`src/rtl/chan_link_pkg.sv`:
```
// Shared widths, state encoding and status payload for the Aurora channel link controller.
package chan_link_pkg;

  localparam int unsigned STATE_W = 3;
  localparam int unsigned CNT_W   = 16;
  localparam int unsigned RETRY_W = 4;

  typedef enum logic [STATE_W-1:0] {
    ST_IDLE      = 3'd0,
    ST_GT_RST    = 3'd1,
    ST_AUR_RST   = 3'd2,
    ST_WAIT_PLL  = 3'd3,
    ST_WAIT_DONE = 3'd4,
    ST_WAIT_CHAN = 3'd5,
    ST_UP        = 3'd6,
    ST_FAILED    = 3'd7
  } link_state_e;

  // GT/Aurora status flags, carried together through the synchronizer
  typedef struct packed {
    logic pll_not_locked;
    logic tx_resetdone;
    logic rx_resetdone;
    logic lane_up;
    logic channel_up;
    logic hard_err;
    logic soft_err;
    logic frame_err;
  } link_status_t;

  function automatic int unsigned max_u(input int unsigned a, input int unsigned b);
    return (a > b) ? a : b;
  endfunction

endpackage

```
`src/rtl/sat_counter.sv`:
```
// Saturating up-counter with synchronous clear; clear beats increment.
module sat_counter #(
  parameter int unsigned W = 16
) (
  input  logic         io_clk,
  input  logic         io_reset,
  input  logic         inc,
  input  logic         clr,
  output logic [W-1:0] count
);

  always_ff @(posedge io_clk) begin
    if (io_reset || clr) begin
      count <= '0;
    end else if (inc && (count != {W{1'b1}})) begin
      count <= count + W'(1);
    end
  end

endmodule

```
`src/rtl/chan_link_ctrl.sv`:
```
// Per-channel Aurora link bring-up and supervision controller.
// Error counters are built only when CHAN_LINK_CTRL_ERRCNT_EN is defined; otherwise they read 0.
module chan_link_ctrl
  import chan_link_pkg::*;
#(
  parameter int unsigned GT_RST_CYCLES  = 128,
  parameter int unsigned AUR_RST_CYCLES = 64,
  parameter int unsigned TIMEOUT_CYCLES = 1000000,
  parameter int unsigned MAX_RETRIES    = 15
) (
  input  logic               io_clk,
  input  logic               io_reset,
  input  logic               enable,
  input  logic               force_reset,
  input  logic               err_clear,
  input  logic               pll_not_locked,
  input  logic               tx_resetdone_out,
  input  logic               rx_resetdone_out,
  input  logic               lane_up,
  input  logic               channel_up,
  input  logic               hard_err,
  input  logic               soft_err,
  input  logic               frame_err,
  output logic               gt_reset,
  output logic               aurora_reset,
  output logic               link_ok,
  output logic               link_failed,
  output logic [STATE_W-1:0] state_out,
  output logic [RETRY_W-1:0] retry_count,
  output logic [CNT_W-1:0]   hard_err_cnt,
  output logic [CNT_W-1:0]   soft_err_cnt,
  output logic [CNT_W-1:0]   frame_err_cnt
);

`ifdef CHAN_LINK_CTRL_ERRCNT_EN
  localparam bit ERRCNT_EN = 1'b1;
`else
  localparam bit ERRCNT_EN = 1'b0;
`endif

  localparam int unsigned TMR_W =
    $clog2(max_u(TIMEOUT_CYCLES, max_u(GT_RST_CYCLES, AUR_RST_CYCLES)) + 1);
  localparam logic [TMR_W-1:0] GT_LAST  = TMR_W'(GT_RST_CYCLES - 1);
  localparam logic [TMR_W-1:0] AUR_LAST = TMR_W'(AUR_RST_CYCLES - 1);
  localparam logic [TMR_W-1:0] TO_LAST  = TMR_W'(TIMEOUT_CYCLES - 1);

  link_status_t stat_raw, stat_meta, stat_sync;
  link_state_e  state, state_nxt;
  logic [TMR_W-1:0] timer, timer_nxt;
  logic retry_req, restart, retry_exhausted;
  logic gt_reset_nxt, aurora_reset_nxt, link_ok_nxt, link_failed_nxt;

  assign stat_raw = {pll_not_locked, tx_resetdone_out, rx_resetdone_out,
                     lane_up, channel_up, hard_err, soft_err, frame_err};

  // Two-flop synchronizer for all GT/Aurora status inputs
  always_ff @(posedge io_clk) begin
    if (io_reset) begin
      stat_meta <= '0;
      stat_sync <= '0;
    end else begin
      stat_meta <= stat_raw;
      stat_sync <= stat_meta;
    end
  end

  assign retry_exhausted = (retry_count >= RETRY_W'(MAX_RETRIES));

  always_comb begin
    state_nxt = state;
    timer_nxt = '0;
    retry_req = 1'b0;
    restart   = 1'b0;
    case (state)
      ST_IDLE: if (enable) state_nxt = ST_GT_RST;
      ST_GT_RST: begin
        timer_nxt = timer + TMR_W'(1);
        if (timer == GT_LAST) state_nxt = ST_AUR_RST;
      end
      ST_AUR_RST: begin
        timer_nxt = timer + TMR_W'(1);
        if (timer == AUR_LAST) state_nxt = ST_WAIT_PLL;
      end
      ST_WAIT_PLL: begin
        timer_nxt = timer + TMR_W'(1);
        if (!stat_sync.pll_not_locked) state_nxt = ST_WAIT_DONE;
        else if (timer == TO_LAST)     retry_req = 1'b1;
      end
      ST_WAIT_DONE: begin
        timer_nxt = timer + TMR_W'(1);
        if (stat_sync.tx_resetdone && stat_sync.rx_resetdone) state_nxt = ST_WAIT_CHAN;
        else if (timer == TO_LAST)                            retry_req = 1'b1;
      end
      ST_WAIT_CHAN: begin
        timer_nxt = timer + TMR_W'(1);
        if (stat_sync.lane_up && stat_sync.channel_up) state_nxt = ST_UP;
        else if (timer == TO_LAST)                     retry_req = 1'b1;
      end
      ST_UP:     if (stat_sync.hard_err || !stat_sync.channel_up) retry_req = 1'b1;
      ST_FAILED: state_nxt = ST_FAILED;
      default:   state_nxt = ST_IDLE;
    endcase

    if (retry_req) state_nxt = retry_exhausted ? ST_FAILED : ST_GT_RST;
    // Manual restart and disable override supervision, neither counts as a retry
    if (force_reset && (state != ST_IDLE)) begin
      restart   = 1'b1;
      retry_req = 1'b0;
      state_nxt = ST_GT_RST;
    end
    if (!enable) begin
      restart   = 1'b0;
      retry_req = 1'b0;
      state_nxt = ST_IDLE;
    end
    if ((state_nxt != state) || restart) timer_nxt = '0;

    gt_reset_nxt     = (state_nxt == ST_IDLE) || (state_nxt == ST_GT_RST) ||
                       (state_nxt == ST_FAILED);
    aurora_reset_nxt = gt_reset_nxt || (state_nxt == ST_AUR_RST);
    link_ok_nxt      = (state_nxt == ST_UP);
    link_failed_nxt  = (state_nxt == ST_FAILED);
  end

  always_ff @(posedge io_clk) begin
    if (io_reset) begin
      state        <= ST_IDLE;
      timer        <= '0;
      gt_reset     <= 1'b1;
      aurora_reset <= 1'b1;
      link_ok      <= 1'b0;
      link_failed  <= 1'b0;
      retry_count  <= '0;
    end else begin
      state        <= state_nxt;
      timer        <= timer_nxt;
      gt_reset     <= gt_reset_nxt;
      aurora_reset <= aurora_reset_nxt;
      link_ok      <= link_ok_nxt;
      link_failed  <= link_failed_nxt;
      if (err_clear)                          retry_count <= '0;
      else if (retry_req && !retry_exhausted) retry_count <= retry_count + RETRY_W'(1);
    end
  end

  assign state_out = state;

  // With counters disabled the instances are held in clear and reduce to constant zero
  sat_counter #(.W(CNT_W)) u_hard_cnt (
    .io_clk   (io_clk),
    .io_reset (io_reset),
    .inc      (ERRCNT_EN && stat_sync.hard_err),
    .clr      (err_clear || !ERRCNT_EN),
    .count    (hard_err_cnt)
  );

  sat_counter #(.W(CNT_W)) u_soft_cnt (
    .io_clk   (io_clk),
    .io_reset (io_reset),
    .inc      (ERRCNT_EN && stat_sync.soft_err),
    .clr      (err_clear || !ERRCNT_EN),
    .count    (soft_err_cnt)
  );

  sat_counter #(.W(CNT_W)) u_frame_cnt (
    .io_clk   (io_clk),
    .io_reset (io_reset),
    .inc      (ERRCNT_EN && stat_sync.frame_err),
    .clr      (err_clear || !ERRCNT_EN),
    .count    (frame_err_cnt)
  );

endmodule
```
`config.mk`:
```
export PLATFORM = sky130hd
export DESIGN_NAME = chan_link_ctrl
export DESIGN_NICKNAME = d
export VERILOG_FILES = /design/src/rtl/chan_link_pkg.sv /design/src/rtl/sat_counter.sv /design/src/rtl/chan_link_ctrl.sv
export SDC_FILE = /design/constraint.sdc
export NUM_CORES = 1
export LEC_CHECK = 0
export ABC_AREA = 1
export BUFFER_PORTS_ARGS = -buffer_cell sky130_fd_sc_hd__buf_4
export CAP_MARGIN = 25
export CORE_ASPECT_RATIO = 1.1
export CORE_UTILIZATION = 52
export DETAILED_ROUTE_END_ITERATION = 7
export GPL_TIMING_DRIVEN = 0
export PLACE_DENSITY = 0.8
export SYNTH_ARGS = -nofsm -noshare
export SYNTH_HDL_FRONTEND = slang
export SYNTH_SLANG_ARGS = --single-unit
```
`constraint.sdc`:
```
create_clock -name io_clk -period 2.5 [get_ports io_clk]
set_input_delay 0.25 -clock io_clk [delete_from_list [all_inputs] [get_ports io_clk]]
set_output_delay 0.25 -clock io_clk [all_outputs]
set_load 0.02 [all_outputs]
```
After elaboration in Yosys (flattened, before gate mapping) --
Index checks and enable logic that the tools add are counted.
Storage, ports and cells: input port bits 13, logic and storage cells 75, flip-flop bits (word level) 43
Cells by class: add/subtract/negate cells 2, bitwise logic cells 1, muxes and demuxes 20, $lt $le $gt $ge 1, reduce and logical (&&, ||, !) cells 17, equal/unequal tests 15
Operators with widths (count):
- $mux W3 | 9
- $pmux W3 S7 | 1
- $add A20 B1 Y20 const B | 1
- $eq A20 B20 Y1 const B | 1
- $eq A20 B6 Y1 const B | 1
- $eq A20 B7 Y1 const B | 1
- $eq A3 B3 Y1 const B | 6
- $eq A3 B2 Y1 const B | 3
- $mux W1 | 9
- $eq A3 B1 Y1 const B | 2
- $logic_not A3 Y1 | 2
- $logic_or A1 B1 Y1 | 5
- $reduce_or A5 Y1 | 1
- $add A4 B1 Y4 const B | 1
- $ge A4 B4 Y1 const B | 1
- $logic_and A1 B1 Y1 | 4
- $pmux W1 S4 | 1
- $ne A3 B3 Y1 | 1
- $reduce_bool A3 Y1 | 1
- $reduce_or A3 Y1 | 1
- $logic_not A1 Y1 | 2
- $reduce_or A2 Y1 | 1
- $not A1 Y1 | 1

Longest topological paths before layout --
Gate-level depths: netlist of run 1.
depth after elaboration 11, depth in mapped cells 15, gate-level depth less buffers 14

Modules after synthesis --
Synthesis of run 1 repeated with hierarchy kept, for this count alone.
Unflattened totals: cell total of the unflattened synthesis 758, area, all modules 5092.4 um^2
Modules (own cells, without submodules):
- sat_counter | instances 3, area each 950.9 um^2, cells each 149
- chan_link_ctrl | instances 1, area each 2239.6 um^2, cells each 311

Least setup slack after synthesis of run 1 --
OpenSTA, ideal clock, no wires.
path kind register to register, start register state[2] (netlist: state_out[2]), end register timer[12], required time 2.383 ns, path slack 0.752 ns, arrival time 1.631 ns, library setup time 0.117 ns, cell stages (with the launch flop) 14, path through dfxtp_1 -> buf_4 -> nand4_1 -> nand3_2 -> nand3_2 -> nand2_4 -> nand2_4 -> nand2_2 -> nor2_4 -> nor2_2 -> nor2_2 -> nand2_2 -> buf_6 -> nor2_2
On the way: cells in the longest elaborated chain, start to end 8, elaborated cells on any way between the ends 27, those cells by class eq/ne: 8; mux: 12; bitwise: 1; reduce/logical: 6
RTL lines:
- from (decl) | RTL line chan_link_ctrl.sv:48 | link_state_e state, state_nxt;
- from (signal assigned) | RTL line chan_link_ctrl.sv:135 | state <= state_nxt;
- $eq A3 B3 Y1 (tied with other cells) | RTL line chan_link_ctrl.sv:74 | case (state)
- $pmux W3 S7 or $pmux W1 S4 (tied branches) | RTL line chan_link_ctrl.sv:74
- $mux W3 | RTL line chan_link_ctrl.sv:104 | if (retry_req) state_nxt = retry_exhausted ? ST_FAILED : ST_GT_RST;
- $mux W3 | RTL line chan_link_ctrl.sv:106 | if (force_reset && (state != ST_IDLE)) begin
- $mux W3 | RTL line chan_link_ctrl.sv:111 | if (!enable) begin
- $ne A3 B3 Y1 | RTL line chan_link_ctrl.sv:116 | if ((state_nxt != state) || restart) timer_nxt = '0;
- $logic_or A1 B1 Y1 | RTL line chan_link_ctrl.sv:116
- $reduce_or A3 Y1 (no line) (*)
- to (signal assigned) | RTL line chan_link_ctrl.sv:136 | timer <= timer_nxt;
- to (decl) | RTL line chan_link_ctrl.sv:49 | logic [TMR_W-1:0] timer, timer_nxt;
Every way passes the cells marked *; elsewhere a longest branch is shown, timed or not. A chain may end at the register's enable or synchronous reset.

Worst setup path after layout of run 1 --
start register timer[0], end register timer[15]
On the way: cells in the longest elaborated chain, start to end 10, elaborated cells on any way between the ends 18, those cells by class add/sub: 1; eq/ne: 4; mux: 11; reduce/logical: 2
RTL lines (RTL line):
- $eq A20 B20 Y1 | chan_link_ctrl.sv:87, chan_link_ctrl.sv:92, chan_link_ctrl.sv:97
- $mux W1 | chan_link_ctrl.sv:87, chan_link_ctrl.sv:92, chan_link_ctrl.sv:97
- $mux W1 (on tied branches) | chan_link_ctrl.sv:96, chan_link_ctrl.sv:86, chan_link_ctrl.sv:91
- $pmux W1 S4 | chan_link_ctrl.sv:74
- $mux W3 | chan_link_ctrl.sv:104
- $mux W3 | chan_link_ctrl.sv:106
- $mux W3 | chan_link_ctrl.sv:111
- $ne A3 B3 Y1 | chan_link_ctrl.sv:116
- $logic_or A1 B1 Y1 | chan_link_ctrl.sv:116
- $reduce_or A3 Y1 (no line)
Parallel ways exist; a longest one is shown, timed or not.

==> metrics.txt, run 1 <==
# TYPE chip_impl_metric gauge
chip_impl_info{name="outcome",value="complete, no violations"} 1
chip_impl_metric{name="number_of_warnings_issued_by_yosys",unit=""} 0
chip_impl_metric{name="p_switching",unit="mW"} 0.3559
chip_impl_metric{name="hold_ws",unit="ns"} 0.1471
chip_impl_metric{name="antenna_violating_nets_post_route",unit=""} 0
chip_impl_metric{name="grt_util_all_layers",unit=""} 0.1782
chip_impl_metric{name="min_period",unit="ns"} 1.983
chip_impl_metric{name="design_power_total",unit="mW"} 1.526
chip_impl_metric{name="number_of_placed_i_o_pins",unit=""} 72
chip_impl_metric{name="maximum_number_of_pins_on_one_net_before_global_route_repair",unit=""} 15
chip_impl_metric{name="netSwitchingFraction",unit=""} 0.2332
chip_impl_metric{name="synth.avg_cell_area",unit="um2"} 7.421
chip_impl_metric{name="yosys_register_bits",unit=""} 43
chip_impl_metric{name="cts_num_sinks",unit=""} 43
chip_impl_metric{name="fp.dieArea",unit="mm2"} 0.005238
chip_impl_metric{name="viasPerCell",unit=""} 4.307
chip_impl_metric{name="report.final.slew_viol_count",unit=""} 0
chip_impl_metric{name="ctsResizeCount",unit=""} 0
chip_impl_info{name="highest_count_cells_in_the_layout_ignoring_fill_and_taps",value="70 x sky130_fd_sc_hd__buf_4, 48 x sky130_fd_sc_hd__nand2_1, 48 x sky130_fd_sc_hd__conb_1, 44 x sky130_fd_sc_hd__nor2_1, 43 x sky130_fd_sc_hd__dfxtp_1"} 1
chip_impl_metric{name="cts_hold_buf",unit=""} 0
chip_impl_metric{name="fillers",unit=""} 418
chip_impl_metric{name="vdd_ir_drop_max",unit="V"} 0.0004095
chip_impl_metric{name="finish.net_count",unit=""} 437
chip_impl_metric{name="die_w",unit="um"} 69.10
chip_impl_info{name="rsz0062_at_grt",value="no"} 1
chip_impl_metric{name="post_synth_num_cell_types",unit=""} 31
chip_impl_info{name="synth_top_area_cell",value="sky130_fd_sc_hd__dfxtp_1"} 1
chip_impl_metric{name="grt_first_pass_wirelength",unit="um"} 7445
chip_impl_info{name="slowest_stage",value="sky130_fd_sc_hd__dfxtp_1"} 1
chip_impl_metric{name="path_buf_inv",unit=""} 1
chip_impl_metric{name="area_growth_syn_to_layout",unit="%"} 20.99
chip_impl_metric{name="final_layout_size_suffix_gt1_frac",unit=""} 0.3144
chip_impl_metric{name="via_count_of_the_first_global_routing_pass",unit=""} 1757
chip_impl_metric{name="synth.yosys.seq_area_share",unit=""} 0.3343
chip_impl_metric{name="postSynthCellCount",unit=""} 347
chip_impl_metric{name="utilization",unit=""} 0.6605
chip_impl_metric{name="fmax",unit="MHz"} 504.3
chip_impl_metric{name="drtPass1Iterations",unit=""} 4
chip_impl_metric{name="clock_tree_buf_depth",unit=""} 2
chip_impl_metric{name="routed_wirelength",unit="um"} 4385
chip_impl_metric{name="critical_path.max_stage_delay",unit="ns"} 0.38
chip_impl_metric{name="cap_violations",unit=""} 0
chip_impl_metric{name="critPathMaxFanout",unit=""} 10
chip_impl_metric{name="seqCellArea",unit="um2"} 860.8
chip_impl_info{name="tritoncts",value="done"} 1
chip_impl_metric{name="place.port_buffers",unit=""} 21
chip_impl_info{name="critPathMostFrequentCell",value="sky130_fd_sc_hd__nand2_1"} 1
chip_impl_metric{name="post_synth_instance_area",unit="mm2"} 0.002575
chip_impl_info{name="clockRootBuffer",value="sky130_fd_sc_hd__clkbuf_8"} 1
chip_impl_metric{name="pwr-share-seq",unit=""} 0.459
chip_impl_info{name="crit_chain",value="ha_1 > nand3_2 > nor2_2 > nand3_1 > nand2_1 > nand3_2 > o21bai_2 > nand2_1 > nand2_1 > nor2_1 > nand2_2 > buf_6 > nor2_2"} 1
chip_impl_metric{name="yosys.area.top_type_share",unit=""} 0.3343
chip_impl_metric{name="wire_per_inst",unit="um"} 9.154
chip_impl_metric{name="dr_total_vias",unit=""} 2063
chip_impl_metric{name="combinationalPowerShare",unit=""} 0.124
chip_impl_metric{name="floorplan.die.height",unit="um"} 75.81
chip_impl_metric{name="globalRouteOverflowTotal",unit=""} 0
chip_impl_metric{name="power.leakage",unit="nW"} 1.450
chip_impl_metric{name="number_of_cts_inserted_buffers",unit=""} 5
chip_impl_info{name="critical_path.startpoint_type",value="flop"} 1
chip_impl_metric{name="timing.critical_path.required",unit="ns"} 2.69
chip_impl_info{name="end_kind",value="flop"} 1
chip_impl_metric{name="antenna_found_initial",unit=""} 0
chip_impl_metric{name="detailed_place_hpwl",unit="um"} 3447
chip_impl_metric{name="clock_skew",unit="ns"} 0.005450
chip_impl_info{name="crit_family",value="simple AND/OR/NAND/NOR gates"} 1
chip_impl_metric{name="initial_core_util",unit=""} 0.5459
chip_impl_metric{name="power.density",unit="mW/mm2"} 489.9
chip_impl_metric{name="final-instance-count-excl-fill",unit=""} 479
chip_impl_metric{name="path_clk_slew",unit="ns"} 0.08
chip_impl_metric{name="data_arrival_time_of_the_worst_path",unit="ns"} 2.17
chip_impl_info{name="dominant_cells_by_area_after_synthesis",value="sky130_fd_sc_hd__dfxtp_1 33%, sky130_fd_sc_hd__buf_4 14%, sky130_fd_sc_hd__nand2_1 7.0%"} 1
chip_impl_metric{name="num_antenna_cells",unit=""} 0
chip_impl_metric{name="p_clk_frac",unit=""} 0.418
chip_impl_info{name="critPathKind",value="flop to flop"} 1
chip_impl_metric{name="num_rows",unit=""} 26
chip_impl_metric{name="portion_of_the_clock_cycle_consumed_by_the_worst_path_in_the_final_layout",unit=""} 0.7931
chip_impl_metric{name="post_cts_setup_buffer_count",unit=""} 0
chip_impl_metric{name="multi_input_comb_area",unit="mm2"} 0.001301
chip_impl_metric{name="post-place-cells",unit=""} 471
chip_impl_metric{name="drc",unit=""} 0
chip_impl_metric{name="power.internal",unit="mW"} 1.170
chip_impl_metric{name="clock_insertion_delay_worst_skew",unit="ns"} 0.30
chip_impl_metric{name="htree_depth",unit=""} 2
chip_impl_metric{name="place_congestion",unit=""} 0.9083
chip_impl_info{name="mostFrequentLayoutCell",value="sky130_fd_sc_hd__buf_4"} 1
chip_impl_metric{name="first_iter_violations",unit=""} 71
chip_impl_metric{name="floorplan.core_area",unit="mm2"} 0.004717
chip_impl_metric{name="fin_setup_tns",unit="ns"} 0
chip_impl_metric{name="final_hold_viol_count",unit=""} 0
chip_impl_metric{name="setup_viol",unit=""} 0
chip_impl_info{name="min_path_type",value="input port to flop"} 1
-- synth_stat cells --
master                     count
sky130_fd_sc_hd__a211oi_1      1
sky130_fd_sc_hd__a21oi_1       6
sky130_fd_sc_hd__buf_1         1
sky130_fd_sc_hd__buf_4        49
sky130_fd_sc_hd__buf_6         3
sky130_fd_sc_hd__clkbuf_1      1
sky130_fd_sc_hd__conb_1        1
sky130_fd_sc_hd__dfxtp_1      43
sky130_fd_sc_hd__ha_1          2
sky130_fd_sc_hd__inv_1        42
sky130_fd_sc_hd__inv_2         6
sky130_fd_sc_hd__nand2_1      48
sky130_fd_sc_hd__nand2_2       3
sky130_fd_sc_hd__nand2_4       2
sky130_fd_sc_hd__nand3_1      17
sky130_fd_sc_hd__nand3_2       6
sky130_fd_sc_hd__nand4_1       8
sky130_fd_sc_hd__nor2_1       44
sky130_fd_sc_hd__nor2_2       28
sky130_fd_sc_hd__nor2_4        1
sky130_fd_sc_hd__nor2_8        1
sky130_fd_sc_hd__nor3_1        5
sky130_fd_sc_hd__nor3_2        2
sky130_fd_sc_hd__nor4_2        1
sky130_fd_sc_hd__o211ai_1      1
sky130_fd_sc_hd__o21a_1        2
sky130_fd_sc_hd__o21ai_0       3
sky130_fd_sc_hd__o21bai_2      1
sky130_fd_sc_hd__or2_2         1
sky130_fd_sc_hd__xnor2_1       7
sky130_fd_sc_hd__xor2_1       11
-- power by group through the flow --
stage,registers (mW),clock network (mW),logic (mW)
floorplan,0.716,0,0.162
detailed placement,0.716,0,0.186
global route,0.701,0.682,0.208
global placement,0.716,0,0.184
CTS,0.700,0.656,0.186
finish,0.700,0.638,0.189
-- cell families after synthesis --
group	count (synthesis)	synth area share
buffers and inverters	102	0.2289
AOI/OAI and AO/OA	14	0.03353
xor gates and xnor gates	18	0.06122
adders and majority gates	2	0.009717
other	1	0.001456
DFF	43	0.3343
and+or+nand+nor	167	0.3309
-- registers in the layout, summed over array words and instances (netlist names) --
register / cells
timer: 20
stat_meta: 6
stat_sync: 6
retry_count: 4
state_out: 3
aurora_reset: 1
gt_reset: 1
link_failed: 1
link_ok: 1
-- worst paths after layout --
check                          startpoint                       to  slack [ns]  depth (start not counted)
setup / recovery      timer[0]$_SDFF_PP0_     timer[15]$_SDFF_PP0_        0.52                         13
hold / removal                 channel_up  stat_meta[3]$_SDFF_PP0_        0.15                          3
setup reg to reg      timer[0]$_SDFF_PP0_     timer[15]$_SDFF_PP0_        0.52                         13
hold reg to reg   stat_meta[7]$_SDFF_PP0_  stat_sync[7]$_SDFF_PP0_        0.41                          2
-- worst register-to-register path: stages (launching register included) --
cell	delay, ns
sky130_fd_sc_hd__dfxtp_1	0.38
sky130_fd_sc_hd__ha_1	0.22
sky130_fd_sc_hd__nand3_2	0.12
sky130_fd_sc_hd__nor2_2	0.20
sky130_fd_sc_hd__nand3_1	0.10
sky130_fd_sc_hd__nand2_1	0.08
sky130_fd_sc_hd__nand3_2	0.08
sky130_fd_sc_hd__o21bai_2	0.21
sky130_fd_sc_hd__nand2_1	0.08
sky130_fd_sc_hd__nand2_1	0.07
sky130_fd_sc_hd__nor2_1	0.05
sky130_fd_sc_hd__nand2_2	0.07
sky130_fd_sc_hd__buf_6	0.17
sky130_fd_sc_hd__nor2_2	0.05
-- per-stage QoR --
step	worst slack, ns	instance area [um2]
5_1_grt	0.3274	3115
2_1_floorplan	0.7522	2751
3_5_place_dp	0.4994	2979
6_report	0.5172	3115
3_3_place_gp	0.5395	2979
4_1_cts	0.4960	3115
-- metal layers --
layer  part of all wire  global-route usage
met5                  0                   0
met3              0.041             0.03968
met1               0.43              0.1959
met2               0.51              0.3344
met4              0.015             0.08163
-- final cells by class --
cell class                 instances  share of cell area
buffer                            54              0.1313
clock buffer                       5             0.02209
clock inverter                     3             0.02169
inverter                          48             0.05783
multi-input combinational        249              0.4177
sequential                        43              0.2763
tap                               56             0.02249
timing repair buffer              21             0.05060
No activity file was read; power rests on OpenSTA's default activity.
==> run 2, diff against run 1 <==
==> constraint.sdc (replaced) <==
create_clock -name io_clk -period 1.85 [get_ports io_clk]
set_input_delay 0.185 -clock io_clk [delete_from_list [all_inputs] [get_ports io_clk]]
set_output_delay 0.185 -clock io_clk [all_outputs]
set_load 0.02 [all_outputs]
==> run 2 against run 1 <==
The flow now finishes with violations (negative setup slack). Maximum frequency is 2.8% higher. Sequential power is 35% higher. Sequential share of layout area is 3.1 points lower. Non-clock buffer count is 24 higher. Via count is 12% higher. Total power is 39% higher. Critical path depth stayed put. Die area stayed put. Count of clock-buffer cells in the layout stayed put. Routed wire length is 37% higher. Design area is 16% higher. Clock skew is 0.00097 ns higher. Critical endpoint is now timer[7]$_SDFF_PP0_. Largest power group unchanged.
==> metrics.txt, run 2 (synthesized netlist as in run 1, its figures left out) <==
# TYPE chip_impl_metric gauge
chip_impl_metric{name="wl_met2",unit="um"} 3272
chip_impl_metric{name="pwr-share-seq",unit=""} 0.447
chip_impl_metric{name="fmax",unit="MHz"} 518.4
chip_impl_info{name="outcome",value="finished with violations"} 1
chip_impl_metric{name="place_worst_setup_slack",unit="ns"} -0.1506
chip_impl_metric{name="finish.net_count",unit=""} 461
chip_impl_metric{name="cts_hold_buf",unit=""} 0
chip_impl_metric{name="first_iter_violations",unit=""} 78
chip_impl_metric{name="place.port_buffers",unit=""} 21
chip_impl_info{name="topRoutingLayerUsed",value="met4"} 1
chip_impl_metric{name="power.internal",unit="mW"} 1.599
chip_impl_info{name="largest_registers",value="timer (20), stat_meta (6), stat_sync (6)"} 1
chip_impl_info{name="tritoncts",value="done"} 1
chip_impl_metric{name="die_w",unit="um"} 69.10
chip_impl_metric{name="multi_input_comb_area",unit="mm2"} 0.001540
chip_impl_info{name="min_path_type",value="input port to flop"} 1
chip_impl_metric{name="vdd_ir_drop_max",unit="V"} 0.0005657
chip_impl_metric{name="wl_met1",unit="um"} 2231
chip_impl_metric{name="num_antenna_cells",unit=""} 0
chip_impl_info{name="end_kind",value="flop"} 1
chip_impl_info{name="failed_checks",value="negative setup slack"} 1
chip_impl_metric{name="setup_viol",unit=""} 20
chip_impl_metric{name="final_hold_viol_count",unit=""} 0
chip_impl_metric{name="seqCellArea",unit="um2"} 888.4
chip_impl_metric{name="fp.dieArea",unit="mm2"} 0.005238
chip_impl_metric{name="power.density",unit="mW/mm2"} 583.8
chip_impl_metric{name="grt_first_pass_wirelength",unit="um"} 7921
chip_impl_metric{name="viasPerCell",unit=""} 4.610
chip_impl_info{name="highest_count_cells_in_the_layout_ignoring_fill_and_taps",value="89 x sky130_fd_sc_hd__buf_4, 48 x sky130_fd_sc_hd__conb_1, 40 x sky130_fd_sc_hd__inv_1, 39 x sky130_fd_sc_hd__nand2_1, 34 x sky130_fd_sc_hd__nor2_1"} 1
chip_impl_metric{name="number_of_placed_i_o_pins",unit=""} 72
chip_impl_metric{name="globalRouteOverflowTotal",unit=""} 0
chip_impl_metric{name="routed_wirelength",unit="um"} 5986
chip_impl_metric{name="cap_violations",unit=""} 0
chip_impl_metric{name="combinationalPowerShare",unit=""} 0.138
chip_impl_metric{name="detailed_place_hpwl",unit="um"} 3447
chip_impl_info{name="rsz0062_at_grt",value="yes"} 1
chip_impl_info{name="mostFrequentLayoutCell",value="sky130_fd_sc_hd__buf_4"} 1
chip_impl_metric{name="clock_skew",unit="ns"} 0.006423
chip_impl_metric{name="p_clk_frac",unit=""} 0.415
chip_impl_metric{name="maximum_number_of_pins_on_one_net_before_global_route_repair",unit=""} 15
chip_impl_metric{name="portion_of_the_clock_cycle_consumed_by_the_worst_path_in_the_final_layout",unit=""} 1.043
chip_impl_metric{name="initial_core_util",unit=""} 0.5459
chip_impl_metric{name="grt_util_all_layers",unit=""} 0.1910
chip_impl_metric{name="number_of_cts_inserted_buffers",unit=""} 5
chip_impl_metric{name="area_growth_syn_to_layout",unit="%"} 40.77
chip_impl_metric{name="cts_num_sinks",unit=""} 43
chip_impl_metric{name="min_period",unit="ns"} 1.929
chip_impl_metric{name="layout_setup_ws",unit="ns"} -0.07915
chip_impl_info{name="critical_path.startpoint_type",value="flop"} 1
chip_impl_metric{name="critPathMaxFanout",unit=""} 5
chip_impl_metric{name="num_rows",unit=""} 26
chip_impl_metric{name="clock_insertion_delay_worst_skew",unit="ns"} 0.31
chip_impl_metric{name="timing.critical_path.required",unit="ns"} 2.05
chip_impl_metric{name="p_switching",unit="mW"} 0.5170
chip_impl_metric{name="via_count_of_the_first_global_routing_pass",unit=""} 1863
chip_impl_metric{name="wire_per_inst",unit="um"} 11.90
chip_impl_metric{name="report.final.slew_viol_count",unit=""} 0
chip_impl_metric{name="power.leakage",unit="nW"} 1.675
chip_impl_metric{name="design_power_total",unit="mW"} 2.116
chip_impl_metric{name="largest_register_ffs",unit=""} 20
chip_impl_info{name="critPathKind",value="flop to flop"} 1
chip_impl_metric{name="floorplan.die.height",unit="um"} 75.81
chip_impl_metric{name="drtPass1Iterations",unit=""} 4
chip_impl_metric{name="netSwitchingFraction",unit=""} 0.2443
chip_impl_info{name="clockRootBuffer",value="sky130_fd_sc_hd__clkbuf_8"} 1
chip_impl_metric{name="path_clk_slew",unit="ns"} 0.09
chip_impl_metric{name="floorplan.core_area",unit="mm2"} 0.004717
chip_impl_metric{name="antenna_found_initial",unit=""} 0
chip_impl_info{name="regMostFlops",value="timer"} 1
chip_impl_metric{name="fillers",unit=""} 334
chip_impl_metric{name="htree_depth",unit=""} 2
chip_impl_metric{name="final_layout_size_suffix_gt1_frac",unit=""} 0.4653
chip_impl_metric{name="drc",unit=""} 0
chip_impl_metric{name="antenna_violating_nets_post_route",unit=""} 0
chip_impl_metric{name="place_congestion",unit=""} 0.9083
chip_impl_metric{name="clock_tree_buf_depth",unit=""} 2
chip_impl_metric{name="data_arrival_time_of_the_worst_path",unit="ns"} 2.13
chip_impl_metric{name="detailroute.wirelength.met3",unit="um"} 238
chip_impl_metric{name="dr_total_vias",unit=""} 2319
## run 2: cell types whose count changed in the layout (fill, tap and decap cells not counted), moves of 9 or more
cell / delta
sky130_fd_sc_hd__nor2_4: +16
sky130_fd_sc_hd__dfxtp_1: -20
sky130_fd_sc_hd__nand2_1: -9
sky130_fd_sc_hd__nor2_1: -10
sky130_fd_sc_hd__dfxtp_2: +19
sky130_fd_sc_hd__buf_4: +19
## run 2: final cells by class
class / instances / share of cell area
multi-input cells: 249 / 0.4249
flip-flops and latches: 43 / 0.2451
plain buffers: 54 / 0.1174
repair buffers: 45 / 0.1039
inverters: 48 / 0.05178
well taps: 56 / 0.01933
clock buffers: 5 / 0.01899
clock inverters: 3 / 0.01864
## run 2: metrics by stage
stage	instances	TNS, ns	area, um2	hold slack (ns)	util
2_1_floorplan	394	0	2751	0.2920	-
3_3_place_gp	471	-2.124	2979	0.3859	0.6316
3_5_place_dp	471	-2.871	2979	0.3932	0.6316
4_1_cts	486	0	3296	0.07061	0.6987
5_1_grt	503	-4.846	3625	0.06029	0.7684
6_report	503	-1.235	3625	0.07149	0.7684
## run 2: per-layer routing
metal	GRT usage	vias to the layer above
li1	-	1164
met1	0.2075	1060
met2	0.3635	67
met3	0.03968	28
met4	0.08844	0
met5	0	-
## run 2: path summary, 6_finish.rpt
check	depth (start not counted)	endpoint	from	slack, ns
worst max-delay path	13	timer[7]$_SDFF_PP0_	timer[13]$_SDFF_PP0_	-0.08
worst min-delay path	3	stat_meta[3]$_SDFF_PP0_	channel_up	0.07
worst max register to register	13	timer[7]$_SDFF_PP0_	timer[13]$_SDFF_PP0_	-0.08
worst min register to register	2	stat_sync[7]$_SDFF_PP0_	stat_meta[7]$_SDFF_PP0_	0.41
## run 2: critical path, cell delays in order (launching register included)
cell and delay, ns:
sky130_fd_sc_hd__dfxtp_1 0.37, sky130_fd_sc_hd__nor2_1 0.17, sky130_fd_sc_hd__nand2_2 0.14, sky130_fd_sc_hd__nor2_4 0.13, sky130_fd_sc_hd__nand3_2 0.08, sky130_fd_sc_hd__nand2_1 0.07, sky130_fd_sc_hd__nand3_2 0.10, sky130_fd_sc_hd__o21bai_4 0.13
sky130_fd_sc_hd__nand2_1 0.11, sky130_fd_sc_hd__nand2_2 0.12, sky130_fd_sc_hd__nor2_4 0.05, sky130_fd_sc_hd__nand2_4 0.14, sky130_fd_sc_hd__clkbuf_16 0.18, sky130_fd_sc_hd__nor2_2 0.03
## run 2: repair_timing
item / in CTS / in global routing
pin swaps: 8 / 23
gates cloned: 1 / 2
setup endpoints to repair: 24 / 22
setup buffers: 6 / 15
gates resized for setup: 28 / 57
## run 2: power groups by stage
| stage | sequential [mW] | clock, mW | combinational [mW] |
|---|---|---|---|
| after floorplan | 0.968 | 0 | 0.219 |
| after global placement | 0.967 | 0 | 0.249 |
| after detailed placement | 0.968 | 0 | 0.251 |
| after CTS | 0.945 | 0.887 | 0.267 |
| after global routing | 0.947 | 0.934 | 0.316 |
| final | 0.946 | 0.879 | 0.291 |
